===== src/rtl/video_timing_pkg.sv =====
// video_timing_pkg: types and helpers shared by the video timing generator.
//   timing_t     : one axis of raster timing (active, front porch, sync, back porch)
//   total()      : full period of an axis
//   sync_start() : first position of the sync pulse on an axis
//   BAR_RGB      : colour-bar table, index 0 = leftmost bar (white)
package video_timing_pkg;

  typedef struct packed {
    int active;
    int fp;
    int sync;
    int bp;
  } timing_t;

  function automatic int total(timing_t t);
    return t.active + t.fp + t.sync + t.bp;
  endfunction

  function automatic int sync_start(timing_t t);
    return t.active + t.fp;
  endfunction

  // Packed so that BAR_RGB[i] selects bar i; the last element listed is index 0.
  localparam logic [7:0][23:0] BAR_RGB = {
    24'h000000,  // 7 black
    24'h0000FF,  // 6 blue
    24'hFF0000,  // 5 red
    24'hFF00FF,  // 4 magenta
    24'h00FF00,  // 3 green
    24'h00FFFF,  // 2 cyan
    24'hFFFF00,  // 1 yellow
    24'hFFFFFF   // 0 white
  };

endpackage


===== src/rtl/video_timing_if.sv =====
// video_timing_if: raster output bundle of the video timing generator.
//   master : driven by the generator (vs/hs/de, x/y, sof/eol, frame_cnt)
//   slave  : consumed by the sync delay stage and pixel fetch logic
// Optional macro VTG_TPG_EN adds rgb_out (24-bit colour-bar pattern).
interface video_timing_if #(
  parameter int XW = 11,
  parameter int YW = 10
);
  logic          vs_out;
  logic          hs_out;
  logic          de_out;
  logic [XW-1:0] x_out;
  logic [YW-1:0] y_out;
  logic          sof_out;
  logic          eol_out;
  logic [15:0]   frame_cnt;
`ifdef VTG_TPG_EN
  logic [23:0]   rgb_out;
`endif

  modport master (
    output vs_out, hs_out, de_out, x_out, y_out, sof_out, eol_out, frame_cnt
`ifdef VTG_TPG_EN
    , rgb_out
`endif
  );

  modport slave (
    input vs_out, hs_out, de_out, x_out, y_out, sof_out, eol_out, frame_cnt
`ifdef VTG_TPG_EN
    , rgb_out
`endif
  );
endinterface


===== src/rtl/vtg_axis_counter.sv =====
// vtg_axis_counter: wrap-around position counter for one raster axis.
//   clk, reset : rising-edge clock, synchronous active-high reset
//   en         : advance by one this cycle
//   max        : last position before wrapping back to 0
//   count      : current position
//   carry      : high in the enabled cycle where count wraps
module vtg_axis_counter #(
  parameter int W = 11
) (
  input  logic         clk,
  input  logic         reset,
  input  logic         en,
  input  logic [W-1:0] max,
  output logic [W-1:0] count,
  output logic         carry
);

  assign carry = en && (count == max);

  always_ff @(posedge clk) begin
    if (reset) begin
      count <= '0;
    end else if (en) begin
      count <= carry ? '0 : count + 1'b1;
    end
  end

endmodule


===== src/rtl/video_timing_gen.sv =====
// video_timing_gen: raster timing source for the nn_rgb pixel pipeline.
//   clk   : single rising-edge clock
//   reset : synchronous, active-high; wins over en
//   en    : pixel enable, 0 freezes all state (sof/eol forced low)
//   vid   : video_timing_if master (vs/hs/de, x/y, sof/eol, frame_cnt)
// Outputs are registered from the current (h, v) position, one enabled cycle
// behind the counters.
// Optional macro VTG_TPG_EN adds an 8-bar colour pattern on vid.rgb_out.
module video_timing_gen
  import video_timing_pkg::*;
#(
  parameter int   H_ACTIVE = 1280,
  parameter int   H_FP     = 110,
  parameter int   H_SYNC   = 40,
  parameter int   H_BP     = 220,
  parameter int   V_ACTIVE = 720,
  parameter int   V_FP     = 5,
  parameter int   V_SYNC   = 5,
  parameter int   V_BP     = 20,
  parameter logic HS_POL   = 1'b1,
  parameter logic VS_POL   = 1'b1
) (
  input  logic                  clk,
  input  logic                  reset,
  input  logic                  en,
  video_timing_if.master        vid
);

  localparam timing_t H_T = '{active: H_ACTIVE, fp: H_FP, sync: H_SYNC, bp: H_BP};
  localparam timing_t V_T = '{active: V_ACTIVE, fp: V_FP, sync: V_SYNC, bp: V_BP};
  localparam int H_TOTAL = total(H_T);
  localparam int V_TOTAL = total(V_T);
  localparam int H_SS    = sync_start(H_T);
  localparam int V_SS    = sync_start(V_T);
  localparam int XW      = $clog2(H_TOTAL);
  localparam int YW      = $clog2(V_TOTAL);

  logic [XW-1:0] h;
  logic [YW-1:0] v;
  logic          h_carry;

  vtg_axis_counter #(.W(XW)) u_h_cnt (
    .clk   (clk),
    .reset (reset),
    .en    (en),
    .max   (XW'(H_TOTAL - 1)),
    .count (h),
    .carry (h_carry)
  );

  // v only advances on the h wrap, so vs (decoded from v) changes at h = 0.
  vtg_axis_counter #(.W(YW)) u_v_cnt (
    .clk   (clk),
    .reset (reset),
    .en    (h_carry),
    .max   (YW'(V_TOTAL - 1)),
    .count (v),
    .carry ()
  );

  logic de_c, hs_c, vs_c, sof_c, eol_c;

  always_comb begin
    de_c  = (int'(h) < H_ACTIVE) && (int'(v) < V_ACTIVE);
    hs_c  = (int'(h) >= H_SS) && (int'(h) < H_SS + H_SYNC);
    vs_c  = (int'(v) >= V_SS) && (int'(v) < V_SS + V_SYNC);
    sof_c = (h == '0) && (v == '0);
    eol_c = (int'(h) == H_ACTIVE - 1) && (int'(v) < V_ACTIVE);
  end

  always_ff @(posedge clk) begin
    if (reset) begin
      vid.hs_out    <= ~HS_POL;
      vid.vs_out    <= ~VS_POL;
      vid.de_out    <= 1'b0;
      vid.x_out     <= '0;
      vid.y_out     <= '0;
      vid.sof_out   <= 1'b0;
      vid.eol_out   <= 1'b0;
      vid.frame_cnt <= '0;
    end else if (en) begin
      vid.hs_out  <= hs_c ? HS_POL : ~HS_POL;
      vid.vs_out  <= vs_c ? VS_POL : ~VS_POL;
      vid.de_out  <= de_c;
      vid.x_out   <= de_c ? h : '0;
      vid.y_out   <= de_c ? v : '0;
      vid.sof_out <= sof_c;
      vid.eol_out <= eol_c;
      if (sof_c) begin
        vid.frame_cnt <= vid.frame_cnt + 16'd1;
      end
    end else begin
      vid.sof_out <= 1'b0;
      vid.eol_out <= 1'b0;
    end
  end

`ifdef VTG_TPG_EN
  if (H_ACTIVE % 8 != 0) begin : g_tpg_width_check
    $error("video_timing_gen: H_ACTIVE must be a multiple of 8 for the colour bars");
  end

  localparam int BAR_W = (H_ACTIVE >= 8) ? H_ACTIVE / 8 : 1;

  logic [2:0] bar_idx;
  assign bar_idx = 3'(int'(h) / BAR_W);

  always_ff @(posedge clk) begin
    if (reset) begin
      vid.rgb_out <= '0;
    end else if (en) begin
      vid.rgb_out <= de_c ? BAR_RGB[bar_idx] : 24'h0;
    end
  end
`endif

endmodule

===== src/flat_wrapper.sv =====
// flat-port wrapper written by rule: the top's interface ports become plain ports
module video_timing_gen_flat import video_timing_pkg::*;
#(
  parameter int   H_ACTIVE = 1280,
  parameter int   H_FP     = 110,
  parameter int   H_SYNC   = 40,
  parameter int   H_BP     = 220,
  parameter int   V_ACTIVE = 720,
  parameter int   V_FP     = 5,
  parameter int   V_SYNC   = 5,
  parameter int   V_BP     = 20,
  parameter logic HS_POL   = 1'b1,
  parameter logic VS_POL   = 1'b1
)
  (clk, reset, en, vid_vs_out, vid_hs_out, vid_de_out, vid_x_out, vid_y_out, vid_sof_out, vid_eol_out, vid_frame_cnt);
  video_timing_if vid_i ();
  input  logic clk;
  input  logic reset;
  input  logic en;
  output wire logic [$bits(vid_i.vs_out)-1:0] vid_vs_out;
  output wire logic [$bits(vid_i.hs_out)-1:0] vid_hs_out;
  output wire logic [$bits(vid_i.de_out)-1:0] vid_de_out;
  output wire logic [$bits(vid_i.x_out)-1:0] vid_x_out;
  output wire logic [$bits(vid_i.y_out)-1:0] vid_y_out;
  output wire logic [$bits(vid_i.sof_out)-1:0] vid_sof_out;
  output wire logic [$bits(vid_i.eol_out)-1:0] vid_eol_out;
  output wire logic [$bits(vid_i.frame_cnt)-1:0] vid_frame_cnt;
  assign vid_vs_out = vid_i.vs_out;
  assign vid_hs_out = vid_i.hs_out;
  assign vid_de_out = vid_i.de_out;
  assign vid_x_out = vid_i.x_out;
  assign vid_y_out = vid_i.y_out;
  assign vid_sof_out = vid_i.sof_out;
  assign vid_eol_out = vid_i.eol_out;
  assign vid_frame_cnt = vid_i.frame_cnt;
  video_timing_gen #(.H_ACTIVE(H_ACTIVE), .H_FP(H_FP), .H_SYNC(H_SYNC), .H_BP(H_BP), .V_ACTIVE(V_ACTIVE), .V_FP(V_FP), .V_SYNC(V_SYNC), .V_BP(V_BP), .HS_POL(HS_POL), .VS_POL(VS_POL)) u_core (.clk(clk), .reset(reset), .en(en), .vid(vid_i));
endmodule

===== config.mk =====
export PLATFORM = sky130hd
export DESIGN_NAME = video_timing_gen_flat
export DESIGN_NICKNAME = d
export VERILOG_FILES = /design/src/rtl/video_timing_pkg.sv /design/src/rtl/video_timing_if.sv /design/src/rtl/vtg_axis_counter.sv /design/src/rtl/video_timing_gen.sv /design/src/flat_wrapper.sv
export SDC_FILE = /design/constraint.sdc
export NUM_CORES = 1
export LEC_CHECK = 0
export ABC_AREA = 1
export BUFFER_PORTS_ARGS = -buffer_cell sky130_fd_sc_hd__clkbuf_2
export CAP_MARGIN = 20
export CORE_MARGIN = 2
export CORE_UTILIZATION = 25
export CTS_CLUSTER_DIAMETER = 30
export DETAILED_ROUTE_END_ITERATION = 10
export PLACE_DENSITY = 0.45
export SYNTH_ARGS = -nofsm -noshare
export SYNTH_HDL_FRONTEND = slang
export SYNTH_SLANG_ARGS = --single-unit

===== constraint.sdc =====
create_clock -name clk -period 2.1 [get_ports clk]
set_input_delay 0.315 -clock clk [delete_from_list [all_inputs] [get_ports clk]]
set_output_delay 0.315 -clock clk [all_outputs]
set_load 0.02 [all_outputs]

==> results of run 1 <==
==> routing by layer <==
| layer | GRT usage | part of all wire | vias to the layer above |
|---|---|---|---|
| li1 | - | - | 1663 |
| met1 | 0.180 | 0.50 | 1448 |
| met2 | 0.203 | 0.44 | 59 |
| met3 | 0.0385 | 0.042 | 13 |
| met4 | 0.0500 | 0.015 | 0 |
| met5 | 0 | 0 | - |
==> cell type report <==
class                           instances  area share
Multi-Input combinational cell        362       0.445
Clock inverter                          3      0.0161
Clock buffer                           13      0.0642
Tap cell                              176      0.0544
Timing Repair Buffer                   50      0.0655
Inverter                               47      0.0435
Sequential cell                        63       0.311
==> metrics by stage <==
step	setup slack [ns]	cell area (sq um)	power, mW	utilization
floorplan	0.650	3360	1.36	-
global placement	0.480	3730	1.40	0.282
detailed placement	0.400	3730	1.40	0.282
CTS	0.387	4050	3.06	0.307
global route	0.160	4050	3.14	0.307
finish	0.397	4050	3.02	0.307
==> flip-flops by register name (all words and copies together) (netlist names) <==
register and count:
u_core.vid.frame_cnt 16, u_core.u_h_cnt.count 11, u_core.vid.x_out 11, u_core.u_v_cnt.count 10, u_core.vid.y_out 10, u_core.vid.de_out 1, u_core.vid.eol_out 1, u_core.vid.hs_out 1
u_core.vid.sof_out 1, u_core.vid.vs_out 1
==> cells in the final DEF (no fill, tap or decap), types with 2 or more instances in the layout <==
cell type    n
clkbuf_8     2
inv_2        5
o21ai_1      2
o21bai_1     2
clkbuf_2    44
xnor2_1      2
xor2_1       7
nand3_2      2
clkbuf_16    9
a21oi_1     46
nor2_1      57
clkbuf_1     2
nor2_2       9
nand4_1     15
inv_1       42
o21ai_0      9
nand2_2      6
ha_1         8
nor3_1      10
dfxtp_1     63
nand3_1     18
nor2_4       5
nor3_2       2
bufinv_16    2
nand2_1    150
buf_4        6
==> critical path, stage by stage (launching register included) <==
cell and delay [ns]:
dfxtp_1 0.38, inv_1 0.14, ha_1 0.20, nand2_1 0.07, nor3_1 0.28, nand3_2 0.19, nor2_1 0.17, nand2_1 0.06
nand2_1 0.06, nor2_1 0.04
==> worst paths after layout <==
kind | from | endpoint | slack, ns | depth (start not counted)
max | u_core.u_v_cnt.count[0]$_SDFFE_PP0N_ | u_core.vid.frame_cnt[8]$_SDFFE_PP0P_ | 0.40 | 9
min | reset | u_core.vid.frame_cnt[3]$_SDFFE_PP0P_ | 0.36 | 4
max reg2reg | u_core.u_v_cnt.count[0]$_SDFFE_PP0N_ | u_core.vid.frame_cnt[8]$_SDFFE_PP0P_ | 0.40 | 9
min reg2reg | u_core.vid.y_out[4]$_SDFFE_PP0P_ | u_core.vid.y_out[4]$_SDFFE_PP0P_ | 0.46 | 2
==> report_power, final <==
| group | internal, mW | total, mW | switching (mW) | leakage [nW] |
|---|---|---|---|---|
| clock network | 1.10 | 1.65 | 0.547 | 0.160 |
| registers | 1.21 | 1.22 | 0.0109 | 0.509 |
| logic | 0.0441 | 0.154 | 0.110 | 0.915 |
| total | 2.35 | 3.02 | 0.668 | 1.58 |
==> cell families after synthesis <==
kind of cell,synth area share
and+or+nand+nor,0.374
xor gates and xnor gates,0.0234
buffers and inverters,0.0889
AOI/OAI and AO/OA,0.109
DFF,0.375
adders and majority gates,0.0298
==> results.py, run 1 <==
metrics = {
    "run": {
        "drv_cap": 0,
    },
    "synth": {
        "synthTopCellsByArea": "dfxtp_1, nand2_1, a21oi_1, nor2_1, inv_1",
        "synth_top_area_share": 0.375,
        "syn_nets": 501,
        "synth.distinct_cells": 36,
        "async_flop_share": 0,
        "yosysTopAreaCell": "dfxtp_1",
        "synth_seq_cells": 63,
        "synthFlopType": "dfxtp_1",
        "syn_area_sq_um": 3360,
        "syn_inst": 490,
        "avgSynthCellArea_sq_um": 6.86,
        "yosysMostFrequentCell": "nand2_1",
        "yosys-top-cells-count": "nand2_1, dfxtp_1, nor2_1, a21oi_1, inv_1",
        "yosysSeqAreaShare": 0.375,
        "synth_warnings": 0,
        "synth_edf_count": 0,
    },
    "route": {
        "vias_per_cell": 4.46,
        "ant_nets": 0,
        "wl_per_cell_um": 12.7,
        "drtIter0Drc": 151,
        "totalWireLength_mm": 9.05,
        "num_vias": 3183,
        "drc_errors": 0,
        "firstDrtPassIters": 5,
    },
    "placed_design": {
        "globalplace.congestion": 0.847,
        "dp_hpwl_mm": 6.63,
        "portBuffers": 44,
        "dpl.cell_count": 698,
    },
    "sta": {
        "fmax_mhz": 587,
        "rsz0062_at_grt": "no",
        "finalHoldViolCount": 0,
        "tightestPinTransition_ns": 0.459,
        "fin_tns_setup_ns": 0,
        "period_needed_ns": 1.70,
        "finClkSkew_ns": 0.0102,
        "maxSlewViolCount": 0,
        "slew_headroom": 0.694,
        "setup_violations": 0,
        "final.period_utilization": 0.811,
        "whs_ns": 0.363,
    },
    "cts": {
        "ctsResizeCount": 0,
        "clockBufferDepth": 2,
        "hold_buffers": 0,
        "tritoncts": "built",
        "root_buffer": "clkbuf_16",
        "htree_num_levels": 3,
        "clk_pin_slew_ns": 0.05,
        "cts_setup_buffers": 0,
        "cts-buffers-inserted": 9,
        "clk_latency_ns": 0.34,
        "clock_sinks": 63,
    },
    "layout": {
        "seqCellArea_sq_um": 1260,
        "fin_nets": 544,
        "final_layout_size_suffix_gt1_frac": 0.184,
        "multiInputGateArea_sq_um": 1800,
        "fin_cells": 714,
        "n_fill_cell": 1460,
        "syn_to_final_growth_pct": 20.5,
        "diodes": 0,
    },
    "die": {
        "fp.dieW_um": 120,
        "dieArea_sq_um": 14400,
        "die_h_um": 120,
        "fp-row-count": 42,
        "initial_utilization": 0.255,
        "ios": 45,
        "core_sq_um": 13200,
    },
    "global_routing": {
        "grt_pass1_wl_mm": 15.2,
        "antenna_found_initial": 0,
        "grt_max_degree": 42,
        "globalRouteTotalUtil": 0.134,
        "grt_pass1_vias": 3015,
        "globalRouteOverflowTotal": 0,
    },
    "power_and_ir_drop": {
        "cellPowerDensity_nw_per_um2": 746,
        "p_leak_nw": 1.58,
        "ir_drop_v": 0.000350,
    },
    "worst_setup_path": {
        "path_class": "reg2reg",
        "end_kind": "flip-flop",
        "setup.worst_path.start_class": "flip-flop",
        "crit_required_ns": 2.33,
        "path_max_fanout": 8,
        "crit_arrival_ns": 1.94,
    },
    "hold_path": {
        "min_path_type": "in2reg",
    },
    "status": {
        "status": "finished clean",
    },
}
No activity file was read; power rests on OpenSTA's default activity.
==> run 2: changes to the inputs <==
--- a/config.mk
+++ b/config.mk
@@ -12,7 +12,7 @@
 export CORE_UTILIZATION = 25
 export CTS_CLUSTER_DIAMETER = 30
 export DETAILED_ROUTE_END_ITERATION = 10
-export PLACE_DENSITY = 0.45
+export PLACE_DENSITY = 0.46
 export SYNTH_ARGS = -nofsm -noshare
 export SYNTH_HDL_FRONTEND = slang
 export SYNTH_SLANG_ARGS = --single-unit
==> constraint.sdc (replaced) <==
create_clock -name clk -period 1.4 [get_ports clk]
set_input_delay 0.21 -clock clk [delete_from_list [all_inputs] [get_ports clk]]
set_output_delay 0.21 -clock clk [all_outputs]
set_load 0.02 [all_outputs]
==> results.py, run 2 (synthesis results as in run 1) <==
metrics = {
    "layout": {
        "layout_common_cells": "nand2_1, buf_4, dfxtp_1",
        "top_register": "u_core.vid.frame_cnt",
        "largest_reg_flops": 16,
        "diodes": 0,
        "final_layout_size_suffix_gt1_frac": 0.414,
        "reg.largest.list": "u_core.vid.frame_cnt: 16 flops, u_core.u_h_cnt.count: 11 flops, u_core.vid.x_out: 11 flops",
        "final_common_cell": "nand2_1",
        "fin_util": 0.381,
        "fin_nets": 625,
        "syn_to_final_growth_pct": 49.6,
    },
    "route": {
        "vias_per_cell": 4.46,
        "ant_nets": 0,
        "wl_per_cell_um": 13.1,
        "drtIter0Drc": 153,
        "drc_errors": 0,
        "firstDrtPassIters": 4,
        "num_vias": 3547,
        "totalWireLength_mm": 10.4,
    },
    "sta": {
        "rsz0062_at_grt": "yes",
        "slew_headroom": 0.743,
        "period_needed_ns": 1.41,
        "final.period_utilization": 1.01,
        "fin_ws_ns": -0.0139,
        "setup_violations": 5,
        "tightestPinTransition_ns": 0.385,
        "fin_tns_setup_ns": -0.0484,
        "finalHoldViolCount": 0,
        "fmax_mhz": 707,
        "maxSlewViolCount": 0,
        "finClkSkew_ns": 0.00439,
    },
    "die": {
        "core_sq_um": 13200,
        "initial_utilization": 0.255,
        "ios": 45,
        "fp-row-count": 42,
        "fp.dieW_um": 120,
        "die_h_um": 120,
        "dieArea_sq_um": 14400,
    },
    "worst_setup_path": {
        "setup.worst_path.start_class": "flip-flop",
        "path_buf_inv": 2,
        "critical-path-slowest-cell": "dfxtp_4",
        "path_cells": "inv_4 > ha_4 > inv_2 > nor2_4 > nand2_2 > nor2_4 > nand2_2 > nor2_4 > nand2_1 > a21oi_2",
        "path_max_fanout": 6,
        "crit_arrival_ns": 1.69,
        "end_kind": "flip-flop",
        "crit_required_ns": 1.68,
        "path_class": "reg2reg",
        "critical_path.max_stage_delay_ns": 0.36,
        "cpMostUsedCell": "nor2_4",
        "crit_family": "simple AND/OR/NAND/NOR gates",
    },
    "placed_design": {
        "portBuffers": 44,
        "dpl_worst_slack_ns": -0.130,
        "dp_hpwl_mm": 7.49,
        "globalplace.congestion": 0.873,
    },
    "cts": {
        "clk_latency_ns": 0.34,
        "htree_num_levels": 3,
        "cts-buffers-inserted": 9,
        "hold_buffers": 0,
        "clock_sinks": 63,
        "clockBufferDepth": 2,
        "clk_pin_slew_ns": 0.05,
        "root_buffer": "clkbuf_16",
        "tritoncts": "built",
    },
    "global_routing": {
        "grt_pass1_wl_mm": 17.3,
        "grt_pass1_vias": 3468,
        "globalRouteOverflowTotal": 0,
        "grt_max_degree": 21,
        "antenna_found_initial": 0,
        "globalRouteTotalUtil": 0.154,
    },
    "power_and_ir_drop": {
        "cellPowerDensity_nw_per_um2": 920,
        "ir_drop_v": 0.000690,
        "p_leak_nw": 2.05,
    },
    "run": {
        "drv_cap": 0,
    },
    "status": {
        "violations": "setup timing",
        "status": "complete, but fails checks",
    },
    "hold_path": {
        "min_path_type": "in2reg",
    },
}
-- run 2: cell types whose count changed in the layout (fill, tap and decap cells not counted), sizes merged --
cell,before,now
buf,6,85
clkbuf,57,55
clkinv,1,2
clkinvlp,0,1
nor2,71,73
-- run 2: path summary, 6_finish.rpt --
| check | cells past startpoint | end | startpoint | slack, ns |
|---|---|---|---|---|
| worst max-delay path | 10 | u_core.vid.frame_cnt[15]$_SDFFE_PP0P_ | u_core.u_h_cnt.count[1]$_SDFFE_PP0P_ | -0.01 |
| worst min-delay path | 2 | u_core.vid.x_out[1]$_SDFFE_PP0P_ | reset | 0.15 |
| worst max register to register | 10 | u_core.vid.frame_cnt[15]$_SDFFE_PP0P_ | u_core.u_h_cnt.count[1]$_SDFFE_PP0P_ | -0.01 |
| worst min register to register | 2 | u_core.vid.y_out[6]$_SDFFE_PP0P_ | u_core.vid.y_out[6]$_SDFFE_PP0P_ | 0.46 |
-- run 2: final cells by class --
| type | instances | area, sq um |
|---|---|---|
| clock inverters | 5 | 81.3 |
| repair buffers | 129 | 893 |
| multi-input cells | 364 | 2110 |
| fillers | 1409 | 8160 |
| well taps | 176 | 220 |
| flip-flops and latches | 63 | 1290 |
| inverters | 47 | 191 |
| clock buffers | 11 | 243 |
-- run 2: power breakdown --
| part | switching, mW | leakage, nW | internal (mW) | total, mW |
|---|---|---|---|---|
| clock network | 0.837 | 0.156 | 1.61 | 2.44 |
| logic | 0.226 | 1.38 | 0.131 | 0.357 |
| registers | 0.0179 | 0.517 | 1.81 | 1.83 |
| total | 1.08 | 2.05 | 3.55 | 4.63 |
-- run 2: layer usage --
layer	vias up	GRT usage	share of wire
met5	-	0	0
met4	0	0.0515	0.015
met3	13	0.0433	0.044
met2	70	0.251	0.47
met1	1640	0.195	0.47
li1	1824	-	-
-- run 2: what timing repair did --
item,4_1_cts,5_1_grt
setup buffers,6,3
resized for setup,54,60
endpoints found under the setup margin,52,58
pin swaps,10,24
gates cloned,2,0
-- run 2: through the flow --
stage / power (mW) / std cells / area, sq um / hold slack, ns
global route: 4.81 / 795 / 5030 / 0.164
CTS: 4.69 / 792 / 4840 / 0.145
global placement: 2.14 / 768 / 4250 / 0.452
finish: 4.63 / 795 / 5030 / 0.153
detailed placement: 2.15 / 768 / 4250 / 0.455
floorplan: 2.04 / 490 / 3370 / 0.452
==> run 3: changes to the inputs <==
--- a/config.mk
+++ b/config.mk
@@ -10,9 +10,10 @@
 export CAP_MARGIN = 20
 export CORE_MARGIN = 2
 export CORE_UTILIZATION = 25
-export CTS_CLUSTER_DIAMETER = 30
+export CTS_CLUSTER_DIAMETER = 80
 export DETAILED_ROUTE_END_ITERATION = 10
 export PLACE_DENSITY = 0.46
+export RECOVER_POWER = 100
 export SYNTH_ARGS = -nofsm -noshare
 export SYNTH_HDL_FRONTEND = slang
 export SYNTH_SLANG_ARGS = --single-unit
==> results.py, run 3 (synthesis results as in run 1) <==
metrics = {
    "sta": {
        "whs_ns": 0.154,
        "slew_headroom": 0.743,
        "finClkSkew_ns": 0.00443,
        "maxSlewViolCount": 0,
        "final.period_utilization": 1.01,
        "finalHoldViolCount": 0,
        "tightestPinTransition_ns": 0.385,
        "period_needed_ns": 1.42,
        "fmax_mhz": 707,
        "setup_violations": 5,
        "rsz0062_at_grt": "yes",
        "fin_ws_ns": -0.0151,
    },
    "layout": {
        "layout_common_cells": "nand2_1, buf_4, dfxtp_1",
        "fin_nets": 625,
        "seqCellArea_sq_um": 1280,
        "diodes": 0,
        "final_layout_size_suffix_gt1_frac": 0.347,
        "largest_reg_flops": 16,
        "reg.largest.list": "u_core.vid.frame_cnt: 16 flops, u_core.u_h_cnt.count: 11 flops, u_core.vid.x_out: 11 flops",
        "n_fill_cell": 1431,
        "multiInputGateArea_sq_um": 2110,
        "syn_to_final_growth_pct": 47.9,
        "fin_util": 0.377,
        "top_register": "u_core.vid.frame_cnt",
        "final_common_cell": "nand2_1",
    },
    "placed_design": {
        "portBuffers": 44,
        "globalplace.congestion": 0.873,
        "dp_hpwl_mm": 7.49,
    },
    "status": {
        "violations": "setup timing",
        "status": "complete, but fails checks",
    },
    "worst_setup_path": {
        "critical-path-slowest-cell": "dfxtp_4",
        "crit_start": "u_core.u_h_cnt.count[1]$_SDFFE_PP0P_",
        "path_max_fanout": 6,
        "cpMostUsedCell": "nor2_4",
        "path_cells": "inv_4 > ha_4 > inv_2 > nor2_4 > nand2_2 > nor2_4 > nand2_2 > nor2_4 > nand2_1 > a21oi_2",
        "crit_arrival_ns": 1.69,
        "critical_path.max_stage_delay_ns": 0.36,
        "path_class": "reg2reg",
        "reg2reg_from": "u_core.u_h_cnt.count[1]$_SDFFE_PP0P_",
        "setup.worst_path.start_class": "flip-flop",
        "crit_required_ns": 1.68,
        "end_kind": "flip-flop",
    },
    "global_routing": {
        "grt_max_degree": 21,
        "grt_pass1_wl_mm": 17.3,
        "grt_pass1_vias": 3468,
        "globalRouteTotalUtil": 0.154,
        "antenna_found_initial": 0,
        "globalRouteOverflowTotal": 0,
    },
    "run": {
        "drv_cap": 0,
    },
    "hold_path": {
        "hold_start": "reset",
        "min_path_type": "in2reg",
    },
    "route": {
        "num_vias": 3559,
        "drc_errors": 0,
        "totalWireLength_mm": 10.4,
        "firstDrtPassIters": 4,
        "m1WireLength_mm": 4.82,
        "wl_per_cell_um": 13.1,
        "wl_met3_um": 517,
        "drtIter0Drc": 135,
        "wl_met2_mm": 4.95,
        "vias_per_cell": 4.48,
        "top_layer": "met4",
        "ant_nets": 0,
    },
    "cts": {
        "root_buffer": "clkbuf_16",
        "clk_latency_ns": 0.34,
        "clock_sinks": 63,
        "tritoncts": "built",
        "clk_pin_slew_ns": 0.05,
        "cts-buffers-inserted": 9,
        "clockBufferDepth": 2,
        "htree_num_levels": 3,
        "hold_buffers": 0,
    },
    "power_and_ir_drop": {
        "ir_drop_v": 0.000690,
        "finalPower_mw": 4.62,
        "cellPowerDensity_nw_per_um2": 930,
        "p_leak_nw": 1.91,
    },
    "die": {
        "core_sq_um": 13200,
        "initial_utilization": 0.255,
        "ios": 45,
        "die_h_um": 120,
        "dieArea_sq_um": 14400,
        "fp.dieW_um": 120,
        "fp-row-count": 42,
    },
}
[run 3: cell types whose count changed in the layout (fill, tap and decap cells not counted)]
cell / previous run / this run
dfxtp_1: 49 / 50
nand2_2: 15 / 16
clkbuf_1: 1 / 41
nand2_4: 2 / 1
dfxtp_2: 11 / 10
clkbuf_2: 44 / 4
[run 3: what timing repair did]
| item | in CTS | in global routing |
|---|---|---|
| endpoints found under the setup margin | 52 | 58 |
| setup buffers | 6 | 3 |
| pin swaps | 10 | 24 |
| gates resized for setup | 54 | 60 |
| gates cloned | 2 | 0 |
[run 3: metrics by stage]
stage               cells  TNS [ns]  worst slack [ns]  instance area [sq um]
finish                795   -0.0508           -0.0151                   4970
global route          795     -2.60            -0.130                   4970
CTS                   792    -0.179           -0.0371                   4840
detailed placement    768     -4.00            -0.130                   4250
global placement      768     -2.05           -0.0813                   4250
floorplan             490         0           0.00197                   3370
[run 3: cell type report]
class	count	share of cell area
multi-input cells	364	0.424
flip-flops and latches	63	0.258
repair buffers	129	0.170
clock buffers	11	0.0488
well taps	176	0.0443
inverters	47	0.0385
clock inverters	5	0.0164
[run 3: worst max-delay path: cells and delay by family (launching register included)]
kind | cells | cell delay, ns
fa+ha+maj | 1 | 0.13
simple gates | 6 | 0.62
buf+inv | 2 | 0.12
flops | 1 | 0.36
compound gates | 1 | 0.12
[run 3: worst paths after layout]
check                                                to  slack (ns)  cells after the start
hold / removal            u_core.vid.sof_out$_SDFF_PP0_        0.15                      2
setup reg to reg  u_core.vid.frame_cnt[15]$_SDFFE_PP0P_       -0.02                     10
setup / recovery  u_core.vid.frame_cnt[15]$_SDFFE_PP0P_       -0.02                     10
hold reg to reg        u_core.vid.y_out[6]$_SDFFE_PP0P_        0.46                      2
[run 3: routing by layer]
| metal | track usage | up-vias |
|---|---|---|
| met5 | 0 | - |
| met4 | 0.0515 | 0 |
| met3 | 0.0433 | 13 |
| met2 | 0.251 | 75 |
| met1 | 0.195 | 1645 |
| li1 | - | 1826 |
[run 3: report_power, final]
part | internal [mW] | switching (mW)
logic | 0.128 | 0.225
registers | 1.81 | 0.0179
clock network | 1.61 | 0.837
total | 3.54 | 1.08
